### config.mk
export PLATFORM = sky130hd
export DESIGN_NAME = mpq_host_sequencer_flat
export DESIGN_NICKNAME = d
export VERILOG_FILES = /design/src/rtl/mpq_host_sequencer_if.sv /design/src/rtl/mpq_host_sequencer.sv /design/src/flat_wrapper.sv
export SDC_FILE = /design/constraint.sdc
export NUM_CORES = 1
export LEC_CHECK = 0
export CORE_ASPECT_RATIO = 1.1
export CORE_MARGIN = 4
export CORE_UTILIZATION = 65
export DETAILED_ROUTE_END_ITERATION = 10
export PLACE_DENSITY = 0.92
export SYNTH_ARGS = -nofsm -noshare
export SYNTH_HDL_FRONTEND = slang
export SYNTH_SLANG_ARGS = --single-unit
### constraint.sdc
create_clock -name clk -period 8.8 [get_ports clk]
set_input_delay 2.64 -clock clk [delete_from_list [all_inputs] [get_ports clk]]
set_output_delay 2.64 -clock clk [all_outputs]
set_load 0.01 [all_outputs]
### src/rtl/mpq_host_sequencer_if.sv
// rtl/mpq_host_sequencer_if.sv - host load/command and MPQ-side signal bundle for the sequencer
interface mpq_host_sequencer_if #(
    parameter int DW = 8
);
    logic          in_valid;
    logic [DW-1:0] in_data;
    logic          in_last;
    logic          in_ready;

    logic          hc_valid;
    logic [2:0]    hc_cmd;
    logic [DW-1:0] hc_index;
    logic [DW-1:0] hc_value;
    logic          hc_ready;

    logic          mpq_data_valid;
    logic [DW-1:0] mpq_data;
    logic          mpq_cmd_valid;
    logic [2:0]    mpq_cmd;
    logic [DW-1:0] mpq_index;
    logic [DW-1:0] mpq_value;
    logic          mpq_busy;
    logic          mpq_done;

    logic [5:0]    heap_size;
    logic          err;
    logic [7:0]    err_cnt;
    logic          seq_done;

    // Host and MPQ environment side.
    modport master (
        output in_valid, in_data, in_last,
        input  in_ready,
        output hc_valid, hc_cmd, hc_index, hc_value,
        input  hc_ready,
        input  mpq_data_valid, mpq_data, mpq_cmd_valid, mpq_cmd, mpq_index, mpq_value,
        output mpq_busy, mpq_done,
        input  heap_size, err, err_cnt, seq_done
    );

    // Sequencer side.
    modport slave (
        input  in_valid, in_data, in_last,
        output in_ready,
        input  hc_valid, hc_cmd, hc_index, hc_value,
        output hc_ready,
        output mpq_data_valid, mpq_data, mpq_cmd_valid, mpq_cmd, mpq_index, mpq_value,
        input  mpq_busy, mpq_done,
        output heap_size, err, err_cnt, seq_done
    );
endinterface

### src/rtl/mpq_host_sequencer.sv
// rtl/mpq_host_sequencer.sv - load-burst and command sequencer in front of the MPQ
module mpq_host_sequencer #(
    parameter int MAX_N     = 32,
    parameter int CMD_DEPTH = 8,
    parameter int DW        = 8
) (
    input  logic                clk,
    input  logic                rst,
    mpq_host_sequencer_if.slave bus
);

    localparam int CW = $clog2(MAX_N + 1);  // element count 0..MAX_N
    localparam int AW = $clog2(MAX_N);      // load buffer address
    localparam int PW = $clog2(CMD_DEPTH);  // FIFO pointer
    localparam int EW = 3 + 2 * DW;         // FIFO entry {cmd, index, value}

    typedef enum logic [2:0] {
        LOAD,
        BURST,
        WAIT_RDY,
        ISSUE,
        HOLD,
        DRAIN,
        FINISH
    } state_t;

    state_t state_q, state_d;

    logic [DW-1:0] load_buf [MAX_N];
    logic [CW-1:0] cnt_q;
    logic [AW-1:0] burst_ptr_q;
    logic [CW-1:0] heap_q;

    logic [EW-1:0] fifo_mem [CMD_DEPTH];
    logic [PW-1:0] wr_ptr_q;
    logic [PW-1:0] rd_ptr_q;
    logic [PW:0]   fifo_cnt_q;
    logic          fifo_full;
    logic          fifo_empty;
    logic          push;
    logic          pop;

    logic [2:0]    head_cmd;
    logic [DW-1:0] head_index;
    logic [DW-1:0] head_value;
    logic [DW-1:0] heap_ext;
    logic          head_legal;

    logic [2:0]    cmd_q;
    logic [DW-1:0] index_q;
    logic [DW-1:0] value_q;
    logic          err_q;
    logic [7:0]    err_cnt_q;

    logic          accept;
    logic          burst_last;
    logic          issue_cmd;
    logic          drop_cmd;
    logic          in_ready_c;
    logic          hc_ready_c;
    logic          data_valid_c;
    logic          cmd_valid_c;

    assign fifo_full  = (fifo_cnt_q == (PW + 1)'(CMD_DEPTH));
    assign fifo_empty = (fifo_cnt_q == '0);
    assign hc_ready_c = !fifo_full && (state_q != DRAIN) && (state_q != FINISH);
    assign push       = bus.hc_valid && hc_ready_c;

    assign {head_cmd, head_index, head_value} = fifo_mem[rd_ptr_q];
    assign heap_ext   = DW'(heap_q);
    assign burst_last = (CW'(burst_ptr_q) == cnt_q - CW'(1));

    // Screen the FIFO head against the shadow heap size before it reaches the MPQ.
    always_comb begin
        head_legal = 1'b1;
        case (head_cmd)
            3'd1:          if (heap_q == '0) head_legal = 1'b0;
            3'd2:          if (head_index == '0 || head_index > heap_ext) head_legal = 1'b0;
            3'd3:          if (heap_q == CW'(MAX_N)) head_legal = 1'b0;
            3'd5, 3'd6,
            3'd7:          head_legal = 1'b0;
            default:       head_legal = 1'b1;
        endcase
    end

    // State register.
    always_ff @(posedge clk) begin
        if (rst) state_q <= LOAD;
        else     state_q <= state_d;
    end

    // Next-state and per-state strobes.
    always_comb begin
        state_d      = state_q;
        in_ready_c   = 1'b0;
        accept       = 1'b0;
        data_valid_c = 1'b0;
        cmd_valid_c  = 1'b0;
        pop          = 1'b0;
        issue_cmd    = 1'b0;
        drop_cmd     = 1'b0;
        case (state_q)
            LOAD: begin
                in_ready_c = 1'b1;
                accept     = bus.in_valid;
                if (bus.in_valid && (bus.in_last || cnt_q == CW'(MAX_N - 1))) state_d = BURST;
            end
            BURST: begin
                data_valid_c = 1'b1;
                if (burst_last) state_d = WAIT_RDY;
            end
            WAIT_RDY: begin
                if (!bus.mpq_busy && !fifo_empty) begin
                    pop = 1'b1;
                    if (head_legal) begin
                        issue_cmd = 1'b1;
                        state_d   = ISSUE;
                    end else begin
                        drop_cmd  = 1'b1;
                    end
                end
            end
            ISSUE: begin
                cmd_valid_c = 1'b1;
                state_d     = (cmd_q == 3'd4) ? DRAIN : HOLD;
            end
            HOLD:    state_d = WAIT_RDY;
            DRAIN:   if (bus.mpq_done) state_d = FINISH;
            FINISH:  state_d = FINISH;
            default: state_d = LOAD;
        endcase
    end

    // Load buffer storage; contents are only observed through the burst pointer.
    always_ff @(posedge clk) begin
        if (accept) load_buf[cnt_q[AW-1:0]] <= bus.in_data;
    end

    // Count of accepted load elements.
    always_ff @(posedge clk) begin
        if (rst)         cnt_q <= '0;
        else if (accept) cnt_q <= cnt_q + CW'(1);
    end

    // Burst read pointer, parked at zero outside BURST.
    always_ff @(posedge clk) begin
        if (rst || state_q != BURST) burst_ptr_q <= '0;
        else                         burst_ptr_q <= burst_ptr_q + AW'(1);
    end

    // Shadow heap size: seeded by the burst, tracked by issued extract/insert.
    always_ff @(posedge clk) begin
        if (rst) begin
            heap_q <= '0;
        end else if (state_q == BURST && burst_last) begin
            heap_q <= cnt_q;
        end else if (state_q == ISSUE) begin
            if (cmd_q == 3'd1)      heap_q <= heap_q - CW'(1);
            else if (cmd_q == 3'd3) heap_q <= heap_q + CW'(1);
        end
    end

    // Issued command registers hold their values between issues.
    always_ff @(posedge clk) begin
        if (rst) begin
            cmd_q   <= '0;
            index_q <= '0;
            value_q <= '0;
        end else if (issue_cmd) begin
            cmd_q   <= head_cmd;
            index_q <= head_index;
            value_q <= head_value;
        end
    end

    // Sticky error flag and saturating drop counter.
    always_ff @(posedge clk) begin
        if (rst) begin
            err_q     <= 1'b0;
            err_cnt_q <= '0;
        end else if (drop_cmd) begin
            err_q <= 1'b1;
            if (err_cnt_q != 8'hFF) err_cnt_q <= err_cnt_q + 8'd1;
        end
    end

    // Command FIFO storage.
    always_ff @(posedge clk) begin
        if (push) fifo_mem[wr_ptr_q] <= {bus.hc_cmd, bus.hc_index, bus.hc_value};
    end

    // Command FIFO pointers and occupancy.
    always_ff @(posedge clk) begin
        if (rst) begin
            wr_ptr_q   <= '0;
            rd_ptr_q   <= '0;
            fifo_cnt_q <= '0;
        end else begin
            if (push) wr_ptr_q <= wr_ptr_q + PW'(1);
            if (pop)  rd_ptr_q <= rd_ptr_q + PW'(1);
            case ({push, pop})
                2'b10:   fifo_cnt_q <= fifo_cnt_q + (PW + 1)'(1);
                2'b01:   fifo_cnt_q <= fifo_cnt_q - (PW + 1)'(1);
                default: fifo_cnt_q <= fifo_cnt_q;
            endcase
        end
    end

    assign bus.in_ready       = in_ready_c;
    assign bus.hc_ready       = hc_ready_c;
    assign bus.mpq_data_valid = data_valid_c;
    assign bus.mpq_data       = data_valid_c ? load_buf[burst_ptr_q] : '0;
    assign bus.mpq_cmd_valid  = cmd_valid_c;
    assign bus.mpq_cmd        = cmd_q;
    assign bus.mpq_index      = index_q;
    assign bus.mpq_value      = value_q;
    assign bus.heap_size      = 6'(heap_q);
    assign bus.err            = err_q;
    assign bus.err_cnt        = err_cnt_q;
    assign bus.seq_done       = (state_q == FINISH);

endmodule
### src/flat_wrapper.sv
// flat-port wrapper written by rule: the top's interface ports become plain ports
module mpq_host_sequencer_flat 
#(
    parameter int MAX_N     = 32,
    parameter int CMD_DEPTH = 8,
    parameter int DW        = 8
)
  (clk, rst, bus_in_valid, bus_in_data, bus_in_last, bus_in_ready, bus_hc_valid, bus_hc_cmd, bus_hc_index, bus_hc_value, bus_hc_ready, bus_mpq_data_valid, bus_mpq_data, bus_mpq_cmd_valid, bus_mpq_cmd, bus_mpq_index, bus_mpq_value, bus_mpq_busy, bus_mpq_done, bus_heap_size, bus_err, bus_err_cnt, bus_seq_done);
  mpq_host_sequencer_if #(.DW(DW)) bus_i ();
  input  logic clk;
  input  logic rst;
  input wire logic [$bits(bus_i.in_valid)-1:0] bus_in_valid;
  input wire logic [$bits(bus_i.in_data)-1:0] bus_in_data;
  input wire logic [$bits(bus_i.in_last)-1:0] bus_in_last;
  output wire logic [$bits(bus_i.in_ready)-1:0] bus_in_ready;
  input wire logic [$bits(bus_i.hc_valid)-1:0] bus_hc_valid;
  input wire logic [$bits(bus_i.hc_cmd)-1:0] bus_hc_cmd;
  input wire logic [$bits(bus_i.hc_index)-1:0] bus_hc_index;
  input wire logic [$bits(bus_i.hc_value)-1:0] bus_hc_value;
  output wire logic [$bits(bus_i.hc_ready)-1:0] bus_hc_ready;
  output wire logic [$bits(bus_i.mpq_data_valid)-1:0] bus_mpq_data_valid;
  output wire logic [$bits(bus_i.mpq_data)-1:0] bus_mpq_data;
  output wire logic [$bits(bus_i.mpq_cmd_valid)-1:0] bus_mpq_cmd_valid;
  output wire logic [$bits(bus_i.mpq_cmd)-1:0] bus_mpq_cmd;
  output wire logic [$bits(bus_i.mpq_index)-1:0] bus_mpq_index;
  output wire logic [$bits(bus_i.mpq_value)-1:0] bus_mpq_value;
  input wire logic [$bits(bus_i.mpq_busy)-1:0] bus_mpq_busy;
  input wire logic [$bits(bus_i.mpq_done)-1:0] bus_mpq_done;
  output wire logic [$bits(bus_i.heap_size)-1:0] bus_heap_size;
  output wire logic [$bits(bus_i.err)-1:0] bus_err;
  output wire logic [$bits(bus_i.err_cnt)-1:0] bus_err_cnt;
  output wire logic [$bits(bus_i.seq_done)-1:0] bus_seq_done;
  assign bus_i.in_valid = bus_in_valid;
  assign bus_i.in_data = bus_in_data;
  assign bus_i.in_last = bus_in_last;
  assign bus_in_ready = bus_i.in_ready;
  assign bus_i.hc_valid = bus_hc_valid;
  assign bus_i.hc_cmd = bus_hc_cmd;
  assign bus_i.hc_index = bus_hc_index;
  assign bus_i.hc_value = bus_hc_value;
  assign bus_hc_ready = bus_i.hc_ready;
  assign bus_mpq_data_valid = bus_i.mpq_data_valid;
  assign bus_mpq_data = bus_i.mpq_data;
  assign bus_mpq_cmd_valid = bus_i.mpq_cmd_valid;
  assign bus_mpq_cmd = bus_i.mpq_cmd;
  assign bus_mpq_index = bus_i.mpq_index;
  assign bus_mpq_value = bus_i.mpq_value;
  assign bus_i.mpq_busy = bus_mpq_busy;
  assign bus_i.mpq_done = bus_mpq_done;
  assign bus_heap_size = bus_i.heap_size;
  assign bus_err = bus_i.err;
  assign bus_err_cnt = bus_i.err_cnt;
  assign bus_seq_done = bus_i.seq_done;
  mpq_host_sequencer #(.MAX_N(MAX_N), .CMD_DEPTH(CMD_DEPTH), .DW(DW)) u_core (.clk(clk), .rst(rst), .bus(bus_i));
endmodule
---- Word-level counts from Yosys, hierarchy flattened ----
Memories as Yosys holds them, arrays and structs flattened. A register that Yosys moved wholly into a read port is not among the register bits.
Index checks and enable logic that the tools add are counted.
W data, S select, Z words.
cells by class
  $add $sub $neg .......................... 10
  order comparisons ....................... 1
  equality and inequality tests ........... 30
  mux-type cells .......................... 36
  reductions and logical operators ........ 23
operators with widths
  cell                   count
  $mux W6                4
  $eq A3 B3 Y1 const B   7
  $mux W3                7
  $pmux W3 S7            1
  $mux W1                20
  $eq A3 B2 Y1 const B   5
  $add A6 B1 Y6 const B  2
  $sub A6 B1 Y6 const B  2
  $eq A3 B1 Y1 const B   3
  $add A8 B1 Y8 const B  1
  $gt A8 B6 Y1           1
  $logic_not A8 Y1       1
  $mux W8                1
  $ne A2 B1 Y1 const B   4
  $ne A8 B8 Y1 const B   1
  $pmux W4 S2            1
  $add A3 B1 Y3 const B  2
  $eq A5 B6 Y1           1
  $eq A6 B5 Y1 const B   1
  $eq A6 B6 Y1 const B   1
  $logic_and A1 B1 Y1    6
  $logic_not A6 Y1       1
  $ne A3 B3 Y1 const B   2
  $add A5 B1 Y5 const B  1
  other kinds (18)       24
storage, ports and cells
  register bits after elaboration ......... 58
  RAM bits ................................ 408
  bits of input ports ..................... 34
  output and inout port bits .............. 47
  memories kept ........................... 2
memory list
  memory           words  bits a word  rd ports  clocked after memory_dff  wr ports  RTL line                  text
  u_core.load_buf  32     8            1         1                         1         mpq_host_sequencer.sv:29  logic [DW-1:0] load_buf [MAX_N];
  u_core.fifo_mem  8      19           1         1                         1         mpq_host_sequencer.sv:34  logic [EW-1:0] fifo_mem [CMD_DEPTH];

---- Depth between registers and ports, before layout ----
  depth in word-level cells ............... 8
  mapped depth ............................ 15

---- Least setup slack after synthesis ----
OpenSTA, ideal clock, no wires.
  path type ............................... register to output
  from .................................... register, netlist name u_core.burst_ptr_q[0]
  to ...................................... output port bus_mpq_data[3]
  data arrival time ....................... 2.471 ns
  required time ........................... 6.160 ns
  setup slack ............................. 3.689 ns
  stages on the path, launching flop included .. 8
  buffers on the path ..................... 3
  cell sequence ........................... dfxtp_1 -> clkbuf_1 -> buf_2 -> buf_1 -> mux4_2 -> mux4_2 -> mux2i_1 -> nor2_1
RTL lines
  item       RTL line            text
  to (decl)  flat_wrapper.sv:22  output wire logic [$bits(bus_i.mpq_data)-1:0] bus_mpq_data;

==> key figures <==
Timing
  • Final setup viols: 0
  • Fmax: 152 MHz
  • Final TNS setup: 0 ns
  • Worst hold slack: 0.487 ns
  • Max-slew violation count: 0
  • Crit share post-route: around 75%
  • Tightest Pin Transition: between 1 and 1.5 ns
  • Clock skew: approximately 0.018 ns
  • Final worst slack: ~2.2 ns
  • Final hold vios: 0
  • Rel. slew slack: between 10% and 20%
  • RSZ-0062 raised after global routing: no
  • Final min period: around 6.6 ns

Worst setup path
  • CP delay by family, top: multiplexers
  • Critical path's most frequent cell: mux4_2
  • Cells along the critical path: buf_4, mux4_2, mux4_2, mux2i_1, nor2_1, clkdlybuf4s50_1
  • Crit path launch type: flip-flop
  • Worst EP arrival: around 3.9 ns
  • Critical path's largest stage delay: roughly 0.94 ns
  • CP max-delay cell: dfxtp_4
  • WP data required: approximately 6 ns
  • Crit. End Element: output port
  • Buf/Inv on CP: 2
  • CP max FO: 45
  • Crit. Startpoint: u_core.burst_ptr_q[0]$_SDFF_PP0_
  • Worst Path Class, Setup: flip-flop to output port

Clock network
  • Clock Pin Slew Worst Setup and Hold Paths: around 0.060 ns
  • TritonCTS Buffers: 44
  • Clk_lat worst skew: ~0.55 ns
  • Sink Count: approximately 470
  • CTS max path bufs: 3
  • Post-CTS Resized: 0
  • CTS tree: done
  • CTS Root Buffer Type: clkbuf_16
  • Hold Buf Count CTS: 0
  • Post-CTS setup buffer count: 0
  • H-tree levels: 2

Power and ir drop
  • PwrDens: approximately 210 mW/mm^2
  • P_int: between 3000 and 4000 uW
  • Clk pwr share: between 40 and 50%
  • Share of power burned in registers: a little over half
  • Worst ir drop on vdd: around 0.18 mV
  • Sw frac: a little over a fifth
  • Leak: just under 0.007 uW
  • Total power: between 4000 and 5000 uW
  • Combinational Power Share: under 10%
  • NetSw: ~960 uW

Route
  • Total Wirelength: between 40000 and 50000 um
  • Antenna Violating Nets Remaining: 0
  • Drt initial violations: between 1500 and 2000
  • Initial DRT Pass Iterations: 5
  • Post-route DRC: 0
  • DR WL met3: around 4000 um
  • Routed metal-1 wirelength: around 16000 um
  • Vias per cell: between 6 and 7
  • Via count: between 10000 and 15000
  • WL/cell: ~29 um
  • Top sig layer: met4
  • Met2 WL: 23100 um

Placed design
  • Dpl ws: approximately 2.8 ns
  • Dpl cell area: 0.0201 sq mm
  • Post-DP HPWL: ~26000 um
  • Routability cong.: about 0.83
  • PortBufs: 80

Die
  • # IOs: 81
  • Std-Cell Rows: 65
  • Core area: ~0.029 sq mm
  • Die Area: between 0.03 and 0.04 sq mm
  • Initial core utilization: roughly two thirds
  • Die height: around 190 um
  • Chip Width: between 150 and 200 um

Yosys
  • Synth unique cells: 64
  • Avg Cell Area, Syn: roughly 18 sq um
  • Synth warn: 0
  • Post-synth top area cell: edfxtp_1
  • Post-Syn Area: 0.0190 sq mm
  • Top_reg_cell synth: edfxtp_1
  • Post-synth top cells: edfxtp_1, mux4_2, nor2_1
  • Post-synth EDFFs: slightly above 400
  • Ys async rst share: 0%
  • Post-synthesis cell count: between 1000 and 1500
  • Post-synth top area share: 64.4%
  • Most frequent cell after synthesis: edfxtp_1
  • Post-synthesis sequential area ratio: a little under three quarters
  • Ranking of synthesized cells by area: edfxtp_1, mux4_2, dfxtp_1
  • Synthesis-stage register bit count: 469
  • Syn Nets: 1093

Global routing
  • All-Layer GR Usage: between 20% and 30%
  • Largest net degree at the start of global routing: 68
  • Vias in the first global route: around 11000
  • First-pass GRT wire length: between 60000 and 70000 um
  • Remaining Overflow, GRT: 0
  • Initial antenna violation count: 0

Cells and area
  • Antenna Cells: 0
  • Area Growth Syn to Fin: 13.6%
  • Final net count: between 1000 and 1500
  • Fill cell count: 1558
  • Ratio of cells with drive above 1 in the final layout: about a fifth
  • Final Instance Area: roughly 0.022 sq mm

Outcome
  • Status: completed

Min path
  • Hold WC Path Type: flip-flop to flip-flop
  • Hold_sp: u_core.rd_ptr_q[1]$_SDFFE_PP0P_

Run
  • Max cap viols: 0
[state kept, by name, summed over array words and instances (netlist names), 4 cells and up, named ones only]
signal / cells
u_core.fifo_cnt_q: 4
u_core.bus.mpq_value: 8
u_core.bus.heap_size: 6
u_core.cnt_q: 6
u_core.burst_ptr_q: 5
u_core.load_buf: 256
u_core.bus.err_cnt: 8
u_core.fifo_mem: 152
u_core.bus.mpq_index: 8
[worst register-to-register path, stage by stage (launching register included)]
cell      delay [ns]
dfxtp_2         0.31
buf_4           0.50
mux4_1          0.64
mux2i_1         0.38
inv_1           0.10
ha_1            0.31
a211oi_1        0.26
a31oi_1         0.13
or3_4           0.36
o21ai_4         0.28
buf_4           0.49
a21oi_1         0.18
a311oi_1        0.44
[cell type report]
type / instances / area, sq um / share of cell area, %
clock inverter: 26 / 283 / 1.31
sequential: 469 / 13500 / 62.4
multi-input combinational: 485 / 5140 / 23.8
tap: 368 / 460 / 2.13
clock buffer: 56 / 1210 / 5.60
timing repair buffer: 97 / 923 / 4.28
inverter: 26 / 97.6 / 0.452
[cells in the final DEF, fill, tap and decap left out, types with 4 or more instances in the layout]
master and n:
clkdlybuf4s50_1 79, ha_1 22, o31ai_1 4, o21ai_0 8
nor3_1 9, xor2_1 11, nor4_1 5, nand4_1 4
clkinv_2 12, mux4_2 109, bufinv_16 5, or3_1 8
xnor2_1 13, nand3_1 9, a31oi_1 4, buf_4 17
dfxtp_1 57, nand2_1 35, clkbuf_16 46, nand2b_1 5
and3_1 4, clkbuf_1 8, a311oi_1 14, mux4_1 9
nor2_2 6, edfxtp_1 408, inv_1 25, a21oi_1 41
mux2i_1 29, a211oi_1 8, nor2_1 75
[kinds of logic after synthesis]
kind of cell | Yosys count | synth area share, %
muxes | 150 | 15.9
xor gates and xnor gates | 24 | 1.11
AOI/OAI and AO/OA | 104 | 3.70
DFF | 469 | 70.9
and+or+nand+nor | 183 | 4.55
adders and majority gates | 24 | 1.66
buffers and inverters | 81 | 2.24
[metal layers]
layer / vias to the layer above / GRT usage, %
met5: - / 0
met3: 149 / 5.94
met1: 5275 / 37.0
met4: 0 / 9.88
met2: 687 / 47.4
li1: 4330 / -
[path summary, 6_finish.rpt]
kind | endpoint | cells past startpoint | slack [ns]
max | bus_mpq_data[6] | 6 | 2.24
min | flip-flop | 2 | 0.49
max reg2reg | u_core.bus.mpq_index[1]$_SDFFE_PP0P_ | 12 | 4.28
min reg2reg | flip-flop | 2 | 0.49
[per-stage QoR]
step           utilization [%]  instances
2_1_floorplan                -       1035
3_3_place_gp              69.8       1445
3_5_place_dp              69.8       1445
4_1_cts                   75.0       1527
5_1_grt                   75.0       1527
6_report                  75.0       1527
[power by group through the flow]
stage	combinational, uW	sequential, uW	clock (uW)
after floorplan	119	2500	0
after global placement	180	2510	0
after detailed placement	191	2510	0
after CTS	195	2460	1970
after global routing	210	2460	2070
final	197	2460	1950
Power figures use the tool's default switching activity.
